$ cat src/rtl/factory_test_pkg.sv
// ---------------------------------------------------------------------------
// factory_test_pkg
// Shared constants for the factory test sequencer: FSM state encodings,
// phase-enable bit positions, per-phase last-step values and two small
// helpers that walk the phase order.
// No ports (package).
// ---------------------------------------------------------------------------
package factory_test_pkg;

  // FSM state encodings. The four pattern phases are numbered consecutively
  // so that "the next phase" is simply the next larger enabled encoding.
  localparam logic [2:0] ST_IDLE   = 3'd0;
  localparam logic [2:0] ST_WALK1  = 3'd1;
  localparam logic [2:0] ST_WALK0  = 3'd2;
  localparam logic [2:0] ST_COUNT  = 3'd3;
  localparam logic [2:0] ST_LOOP   = 3'd4;
  localparam logic [2:0] ST_FINISH = 3'd5;

  // Bit positions inside the phase-enable mask.
  localparam int MASK_WALK1 = 0;
  localparam int MASK_WALK0 = 1;
  localparam int MASK_COUNT = 2;
  localparam int MASK_LOOP  = 3;

  // Last step index of the fixed-length phases.
  localparam logic [7:0] WALK_LAST  = 8'd7;
  localparam logic [7:0] COUNT_LAST = 8'd255;

  // True for the four states that drive a pattern onto the pins.
  function automatic logic is_phase(input logic [2:0] state);
    return (state >= ST_WALK1) && (state <= ST_LOOP);
  endfunction

  // First enabled phase strictly after 'cur', or FINISH when none remain.
  // Mask bit i enables the phase whose encoding is i+1.
  function automatic logic [2:0] next_phase(input logic [2:0] cur,
                                            input logic [3:0] mask);
    logic [2:0] nxt;
    nxt = ST_FINISH;
    for (int i = 3; i >= 0; i--) begin
      if (mask[i] && (3'(i + 1) > cur)) begin
        nxt = 3'(i + 1);
      end
    end
    return nxt;
  endfunction

endpackage

$ cat src/rtl/ft_pattern_gen.sv
// ---------------------------------------------------------------------------
// ft_pattern_gen
// Purely combinational pattern lookup: maps the sequencer state and the step
// index within that state onto the 8-bit value to drive on the IO bank.
// Ports:
//   i_state    in  3  sequencer state encoding (factory_test_pkg ST_*)
//   i_step     in  8  step index inside the current phase
//   o_pattern  out 8  pattern for that state/step (0 outside the phases)
// ---------------------------------------------------------------------------
module ft_pattern_gen
  import factory_test_pkg::*;
(
  input  logic [2:0] i_state,
  input  logic [7:0] i_step,
  output logic [7:0] o_pattern
);

  // Walking phases only ever see steps 0..7, so the low three bits select the
  // bit position. The loopback phase pairs the step nibble with its inverse so
  // that every pin toggles across the phase.
  always_comb begin
    o_pattern = 8'h00;
    case (i_state)
      ST_WALK1: o_pattern = 8'h01 << i_step[2:0];
      ST_WALK0: o_pattern = ~(8'h01 << i_step[2:0]);
      ST_COUNT: o_pattern = i_step;
      ST_LOOP:  o_pattern = {i_step[3:0], ~i_step[3:0]};
      default:  o_pattern = 8'h00;
    endcase
  end

endmodule

$ cat src/rtl/factory_test_sequencer.sv
// ---------------------------------------------------------------------------
// factory_test_sequencer
// Steps pin-level test patterns (walking-1, walking-0, 8-bit count, nibble
// loopback) onto the IO bank, holds each step for a programmable dwell,
// compares the pin readback on the last cycle of every step and reports a
// mismatch count plus pass/done status.
// Ports:
//   i_clk        in  1        clock
//   i_rst_n      in  1        synchronous active-low reset
//   i_start      in  1        pulse, begins a run when idle
//   i_abort      in  1        level, returns to idle without a done pulse
//   i_mode_mask  in  4        phase enables {LOOP,COUNT,WALK0,WALK1}
//   i_dwell      in  DWELL_W  extra hold cycles per step
//   i_chk_en     in  1        enables the loopback compare
//   i_loop_in    in  8        pin readback
//   o_pat_out    out 8        registered pattern
//   o_pat_oe     out 8        registered output enables
//   o_busy       out 1        high whenever not idle
//   o_done       out 1        one-cycle pulse on normal completion
//   o_pass       out 1        last completed run had no mismatches
//   o_err_cnt    out 8        saturating mismatch count
// ---------------------------------------------------------------------------
module factory_test_sequencer
  import factory_test_pkg::*;
#(
  parameter int DWELL_W    = 8,
  parameter int LOOP_STEPS = 16
) (
  input  logic               i_clk,
  input  logic               i_rst_n,
  input  logic               i_start,
  input  logic               i_abort,
  input  logic [3:0]         i_mode_mask,
  input  logic [DWELL_W-1:0] i_dwell,
  input  logic               i_chk_en,
  input  logic [7:0]         i_loop_in,
  output logic [7:0]         o_pat_out,
  output logic [7:0]         o_pat_oe,
  output logic               o_busy,
  output logic               o_done,
  output logic               o_pass,
  output logic [7:0]         o_err_cnt
);

  localparam logic [7:0]         LOOP_LAST = 8'(LOOP_STEPS - 1);
  localparam logic [DWELL_W-1:0] TIMER_ONE = {{(DWELL_W-1){1'b0}}, 1'b1};

  logic [2:0]         r_state;
  logic [7:0]         r_step;
  logic [DWELL_W-1:0] r_timer;
  logic [3:0]         r_mask;
  logic [DWELL_W-1:0] r_dwell;
  logic               r_chk;
  logic [7:0]         r_pat_out;
  logic [7:0]         r_pat_oe;
  logic               r_pass;
  logic [7:0]         r_err;

  logic               w_accept;
  logic               w_in_phase;
  logic [7:0]         w_last_step;
  logic [2:0]         w_next_state;
  logic [7:0]         w_next_step;
  logic [DWELL_W-1:0] w_next_timer;
  logic               w_next_pass;
  logic [7:0]         w_next_err;
  logic [7:0]         w_pattern;

  // A start only counts from idle, and an abort in the same cycle vetoes it.
  assign w_accept   = (r_state == ST_IDLE) && i_start && !i_abort;
  assign w_in_phase = is_phase(r_state);

  // Index of the final step of whichever phase is currently running.
  always_comb begin
    w_last_step = 8'd0;
    case (r_state)
      ST_WALK1, ST_WALK0: w_last_step = WALK_LAST;
      ST_COUNT:           w_last_step = COUNT_LAST;
      ST_LOOP:            w_last_step = LOOP_LAST;
      default:            w_last_step = 8'd0;
    endcase
  end

  // Mismatch counter. Cleared when a run is accepted; otherwise bumped on the
  // last cycle of a step when the readback disagrees with what is being
  // driven. Nothing is counted in a cycle where the run is being aborted.
  always_comb begin
    w_next_err = r_err;
    if (w_accept) begin
      w_next_err = 8'h00;
    end else if (w_in_phase && !i_abort && (r_timer == '0) && r_chk &&
                 (i_loop_in != r_pat_out) && (r_err != 8'hFF)) begin
      w_next_err = r_err + 8'd1;
    end
  end

  // Sequencer next-state logic. Each step lasts dwell+1 cycles: the timer is
  // reloaded on step entry and the step only advances once it reaches zero.
  // Pass is resolved on the way into FINISH from the updated count, so a
  // mismatch on the very last step is already reflected when done fires.
  always_comb begin
    w_next_state = r_state;
    w_next_step  = r_step;
    w_next_timer = r_timer;
    w_next_pass  = r_pass;
    case (r_state)
      ST_IDLE: begin
        if (w_accept) begin
          w_next_state = next_phase(ST_IDLE, i_mode_mask);
          w_next_step  = 8'd0;
          w_next_timer = i_dwell;
          w_next_pass  = 1'b0;
        end
      end
      ST_WALK1, ST_WALK0, ST_COUNT, ST_LOOP: begin
        if (i_abort) begin
          w_next_state = ST_IDLE;
          w_next_step  = 8'd0;
          w_next_pass  = 1'b0;
        end else if (r_timer != '0) begin
          w_next_timer = r_timer - TIMER_ONE;
        end else if (r_step == w_last_step) begin
          w_next_state = next_phase(r_state, r_mask);
          w_next_step  = 8'd0;
          w_next_timer = r_dwell;
        end else begin
          w_next_step  = r_step + 8'd1;
          w_next_timer = r_dwell;
        end
      end
      ST_FINISH: begin
        w_next_state = ST_IDLE;
        if (i_abort) begin
          w_next_pass = 1'b0;
        end
      end
      default: begin
        w_next_state = ST_IDLE;
        w_next_step  = 8'd0;
      end
    endcase
    if ((w_next_state == ST_FINISH) && (r_state != ST_FINISH)) begin
      w_next_pass = (w_next_err == 8'h00);
    end
  end

  // The pattern is looked up from the next state so the registered output
  // lines up with the state it belongs to.
  ft_pattern_gen u_pattern_gen (
    .i_state   (w_next_state),
    .i_step    (w_next_step),
    .o_pattern (w_pattern)
  );

  // State registers. Run configuration is captured only when a run is
  // accepted, so the inputs may change freely while busy.
  always_ff @(posedge i_clk) begin
    if (!i_rst_n) begin
      r_state   <= ST_IDLE;
      r_step    <= 8'd0;
      r_timer   <= '0;
      r_mask    <= 4'd0;
      r_dwell   <= '0;
      r_chk     <= 1'b0;
      r_pat_out <= 8'h00;
      r_pat_oe  <= 8'h00;
      r_pass    <= 1'b0;
      r_err     <= 8'h00;
    end else begin
      r_state   <= w_next_state;
      r_step    <= w_next_step;
      r_timer   <= w_next_timer;
      r_pass    <= w_next_pass;
      r_err     <= w_next_err;
      r_pat_out <= w_pattern;
      r_pat_oe  <= is_phase(w_next_state) ? 8'hFF : 8'h00;
      if (w_accept) begin
        r_mask  <= i_mode_mask;
        r_dwell <= i_dwell;
        r_chk   <= i_chk_en;
      end
    end
  end

  assign o_pat_out = r_pat_out;
  assign o_pat_oe  = r_pat_oe;
  assign o_busy    = (r_state != ST_IDLE);
  assign o_done    = (r_state == ST_FINISH);
  assign o_pass    = r_pass;
  assign o_err_cnt = r_err;

endmodule

$ cat config.mk
export PLATFORM = sky130hd
export DESIGN_NAME = factory_test_sequencer
export DESIGN_NICKNAME = d
export VERILOG_FILES = /design/src/rtl/factory_test_pkg.sv /design/src/rtl/ft_pattern_gen.sv /design/src/rtl/factory_test_sequencer.sv
export SDC_FILE = /design/constraint.sdc
export NUM_CORES = 1
export LEC_CHECK = 0
export CORE_MARGIN = 2
export CORE_UTILIZATION = 49
export DETAILED_ROUTE_END_ITERATION = 12
export HOLD_SLACK_MARGIN = 0.15
export PLACE_DENSITY_LB_ADDON = 0.25
export SETUP_SLACK_MARGIN = 0.2
export SLEW_MARGIN = 20
export SYNTH_ARGS = -nofsm -noshare
export SYNTH_HDL_FRONTEND = slang
export SYNTH_SLANG_ARGS = --single-unit
$ cat constraint.sdc
create_clock -name i_clk -period 2.7 [get_ports i_clk]
set_input_delay 0.675 -clock i_clk [delete_from_list [all_inputs] [get_ports i_clk]]
set_output_delay 0.675 -clock i_clk [all_outputs]
set_load 0.05 [all_outputs]
==> results of run 1 <==
## worst max-delay path, cell delays in order (launching register included)
cell and delay (ns):
dfxtp_4 0.39, o21a_4 0.24, or3_4 0.37, and2_4 0.17, a31o_2 0.26, or2_1 0.25
or3_4 0.38, buf_12 0.16, buf_4 0.13, a211oi_2 0.15
## registers in the layout, indices dropped and copies added, names as in the netlist
register	count
r_step	8
r_dwell	8
r_chk	1
r_mask	4
r_state	3
r_timer	8
o_pat_out	8
o_err_cnt	8
o_pat_oe	1
o_pass	1
## cells in the mapped netlist (3+ instances only)
master,number
a211oi_1,5
nand4_1,5
mux2i_1,9
a21oi_1,38
nand2b_1,5
nor4_1,4
o31ai_1,3
nor2_1,45
nand2_1,52
and2_1,5
ha_1,3
mux2_2,3
nor3b_1,3
xnor2_1,15
o21ai_0,17
o21a_1,7
a31o_2,3
or3_1,3
dfxtp_1,50
o211ai_1,3
clkbuf_1,12
o22ai_1,3
buf_4,10
a211oi_2,5
xor2_1,4
nor3_1,10
buf_2,4
nand3_1,13
inv_1,6
and3_1,6
## report_power, final
| group | internal, mW | switching [mW] | total, mW |
|---|---|---|---|
| Clock | 0.395 | 0.259 | 0.655 |
| Sequential | 0.779 | 0.0333 | 0.812 |
| Combinational | 0.374 | 0.460 | 0.834 |
| Total | 1.55 | 0.753 | 2.30 |
## final cells by class
type,count,area [µm²]
clock buffer,6,82.6
clock inverter,2,60.1
fill,478,1710
inverter,7,26.3
multi-input combinational,320,2210
sequential,50,1020
tap,77,96.3
timing repair buffer,132,1150
## worst max-delay path by stage
stage / start / to / slack, ns
4_1_cts: r_timer[1] / r_timer[7] / 0.16
6_report: r_state[0] / r_timer[5] / 0.13
3_5_place_dp: i_abort / r_timer[0] / -0.39
5_1_grt: r_timer[1] / r_timer[5] / 0.05
3_3_place_gp: i_abort / r_timer[0] / -0.38
2_1_floorplan: r_timer[1] / r_timer[1] / 0.20
## kinds of logic (layout without fill, tap and decap cells)
family | Yosys count | in the layout | synth area share [%]
compound gates | 112 | 112 | 24.4
xor+xnor | 19 | 19 | 5.15
fa+ha+maj | 3 | 3 | 1.16
buf+inv | 36 | 147 | 6.31
flops | 50 | 50 | 31.0
mux | 13 | 13 | 4.53
simple gates | 173 | 173 | 27.5
## through the flow
stage	std cells	setup TNS (ns)	worst slack, ns
6_report	594	0	0.129
5_1_grt	594	0	0.0490
4_1_cts	589	0	0.159
3_5_place_dp	571	-6.36	-0.387
3_3_place_gp	571	-5.94	-0.376
2_1_floorplan	406	0	0.195
## per-layer routing
layer  part of all wire, %  vias up
li1                      -     1682
met1                    43     1616
met4                   2.2        0
met3                   5.4       22
met5                     0        -
met2                    50      122
## repair_timing
item / 4_1_cts / 5_1_grt
endpoints found under the setup margin: 23 / 19
pin swaps: 17 / 16
gates cloned: 0 / 0
hold endpoints to repair: 0 / 0
buffers inserted: 10 / 5
resized for setup: 29 / 32
hold buffers: 0 / 0
==> impl_results.md, run 1 <==
- Met3 demand-to-capacity share in global routing: 4.57%
- Post-synthesis cell type count: 71
- Worst Hold Slack: 0.460 ns
- Area share of the leading cell type in the synthesized netlist: 31.0%
- Worst-path maximum fanout: 14
- Placed Instance Area: 4210 µm²
- Post-route clock skew: 0.00949 ns
- Fraction of the cycle the final worst path needs: 95.2%
- Commonest cells after routing, fill and taps aside: buf_4 (77), nand2_1 (49), dfxtp_1 (41)
- Number of synthesized flops with an enable pin: 0
- Buffers from clock root to sink, at most: 2
- Startpoint of the lowest-slack register-to-register path: r_state[0]
- Antenna cells: 0
- Width of the chip: 85.2 µm
- # IOs: 52
- Cell area after synthesis: 3230 µm²
- Yosys warnings: 0
- Largest net degree at the start of global routing: 35
- Overall power: 2.30 mW
- Critical path class: reg2reg
- HP Start: r_dwell[2]
- Worst Reg-to-Reg Cells: 9
- Hold Path Cell Cnt: 2
- Aggregate global routing overflow: 0
- Drt total wl: 9420 µm
- Post-synthesis sequential area ratio: 31.0%
- Cell taking the most area after synthesis: dfxtp_1
- PD cells: 495 nW/µm²
- Actual transition at the worst max-transition pin: 0.497 ns
- Achievable frequency: 389 MHz
- Mean instance size in the synthesized netlist: 7.96 µm²
- Maximum Capacitance Violations: 0
- Initial core utilization: 50.9%
- Busiest grt layer: met2
- Clock transition time at the flip-flop clock pins of the worst setup and hold paths: 0.09 ns
- Crit path DAT: 2.81 ns
- Post-layout utilization of the core: 73.1%
- Critical Path Start Type: register
- Number of global-route vias before repair: 3230
- Worst flop-to-flop path endpoint: r_timer[5]
- Floorplan row count: 29
- Number of synthesized register bits: 50
- Endpoint of the worst hold path: r_dwell[2]
- Average wire per cell in the routed design: 15.9 µm
- Total Nets Final: 544
- Clock tree from TritonCTS: yes
- Via density: 5.79
- R2R setup slack: 0.13 ns
- TritonCTS Buffers: 5
- Routed Antenna Nets: 0
- Initial detailed-routing violation count: 139
- Slew Viols, Final: 0
- Count of TritonRoute iterations in the first routing pass: 5
- Total number of vias: 3442
- Root Driver: clkbuf_8
- Worst setup EP type: register
- Die Area: 7260 µm²
- Final hold violations: 0
- Classification of the worst-slack hold path: reg2reg
- Design Area, Final: 4640 µm²
- Clock latency reported for the late side of the worst-skew pair: 0.31 ns
- Met2 global-route usage: 43.3%
- DP HPWL: 6640 µm
- Data required time of the worst path: 2.94 ns
- Fraction of synthesis flops using an asynchronous set or reset pin: 0%
- Chip height: 85.2 µm
- Max-Slew Margin vs Limit: 66.6%
- Placer's final routability congestion estimate: 0.982
- Area overhead of the layout relative to synthesis: 43.7%
- Setup repair after global routing missed its margin: true
- Leakage power figure: 1.83 nW
- Primary flip-flop cell chosen by synthesis mapping: dfxtp_1
- Setup Viol. Count Final: 0
- Number of antenna violations at the first check in global routing: 0
- Syn Nets: 434
- Result of the run: complete, no violations
- Core region area: 6350 µm²
- Period minus WS final: 2.57 ns
- Instance count of the mapped netlist: 406
- Global-route wire length before repair: 15000 µm
- Most common library cell in the layout ignoring fill and taps: buf_4
- Met1 track demand over resource: 32.2%
- Fraction of final layout cells sized beyond drive strength 1: 32.1%
- Overall fraction of global-route tracks in use: 25.2%
- Ranking of synthesized cells by area: dfxtp_1 (31%), nand2_1 (6.0%), a21oi_1 (5.9%)
- Sinks on Clock Net: 50
- Maximum level of the CTS H-tree: 2
- Number of input and output port buffers inserted: 51
- Max rail drop VDD: 353 µV
- Post-route DRC: 0
No activity file was read; power rests on OpenSTA's default activity.
==> run 2, diff against run 1 <==
--- a/config.mk
+++ b/config.mk
@@ -8,6 +8,7 @@
 export CORE_MARGIN = 2
 export CORE_UTILIZATION = 49
 export DETAILED_ROUTE_END_ITERATION = 12
+export GPL_TIMING_DRIVEN = 1
 export HOLD_SLACK_MARGIN = 0.15
 export PLACE_DENSITY_LB_ADDON = 0.25
 export SETUP_SLACK_MARGIN = 0.2
==> results of run 2 <==
Final layout, timing and power as in run 1 (identical DEF).
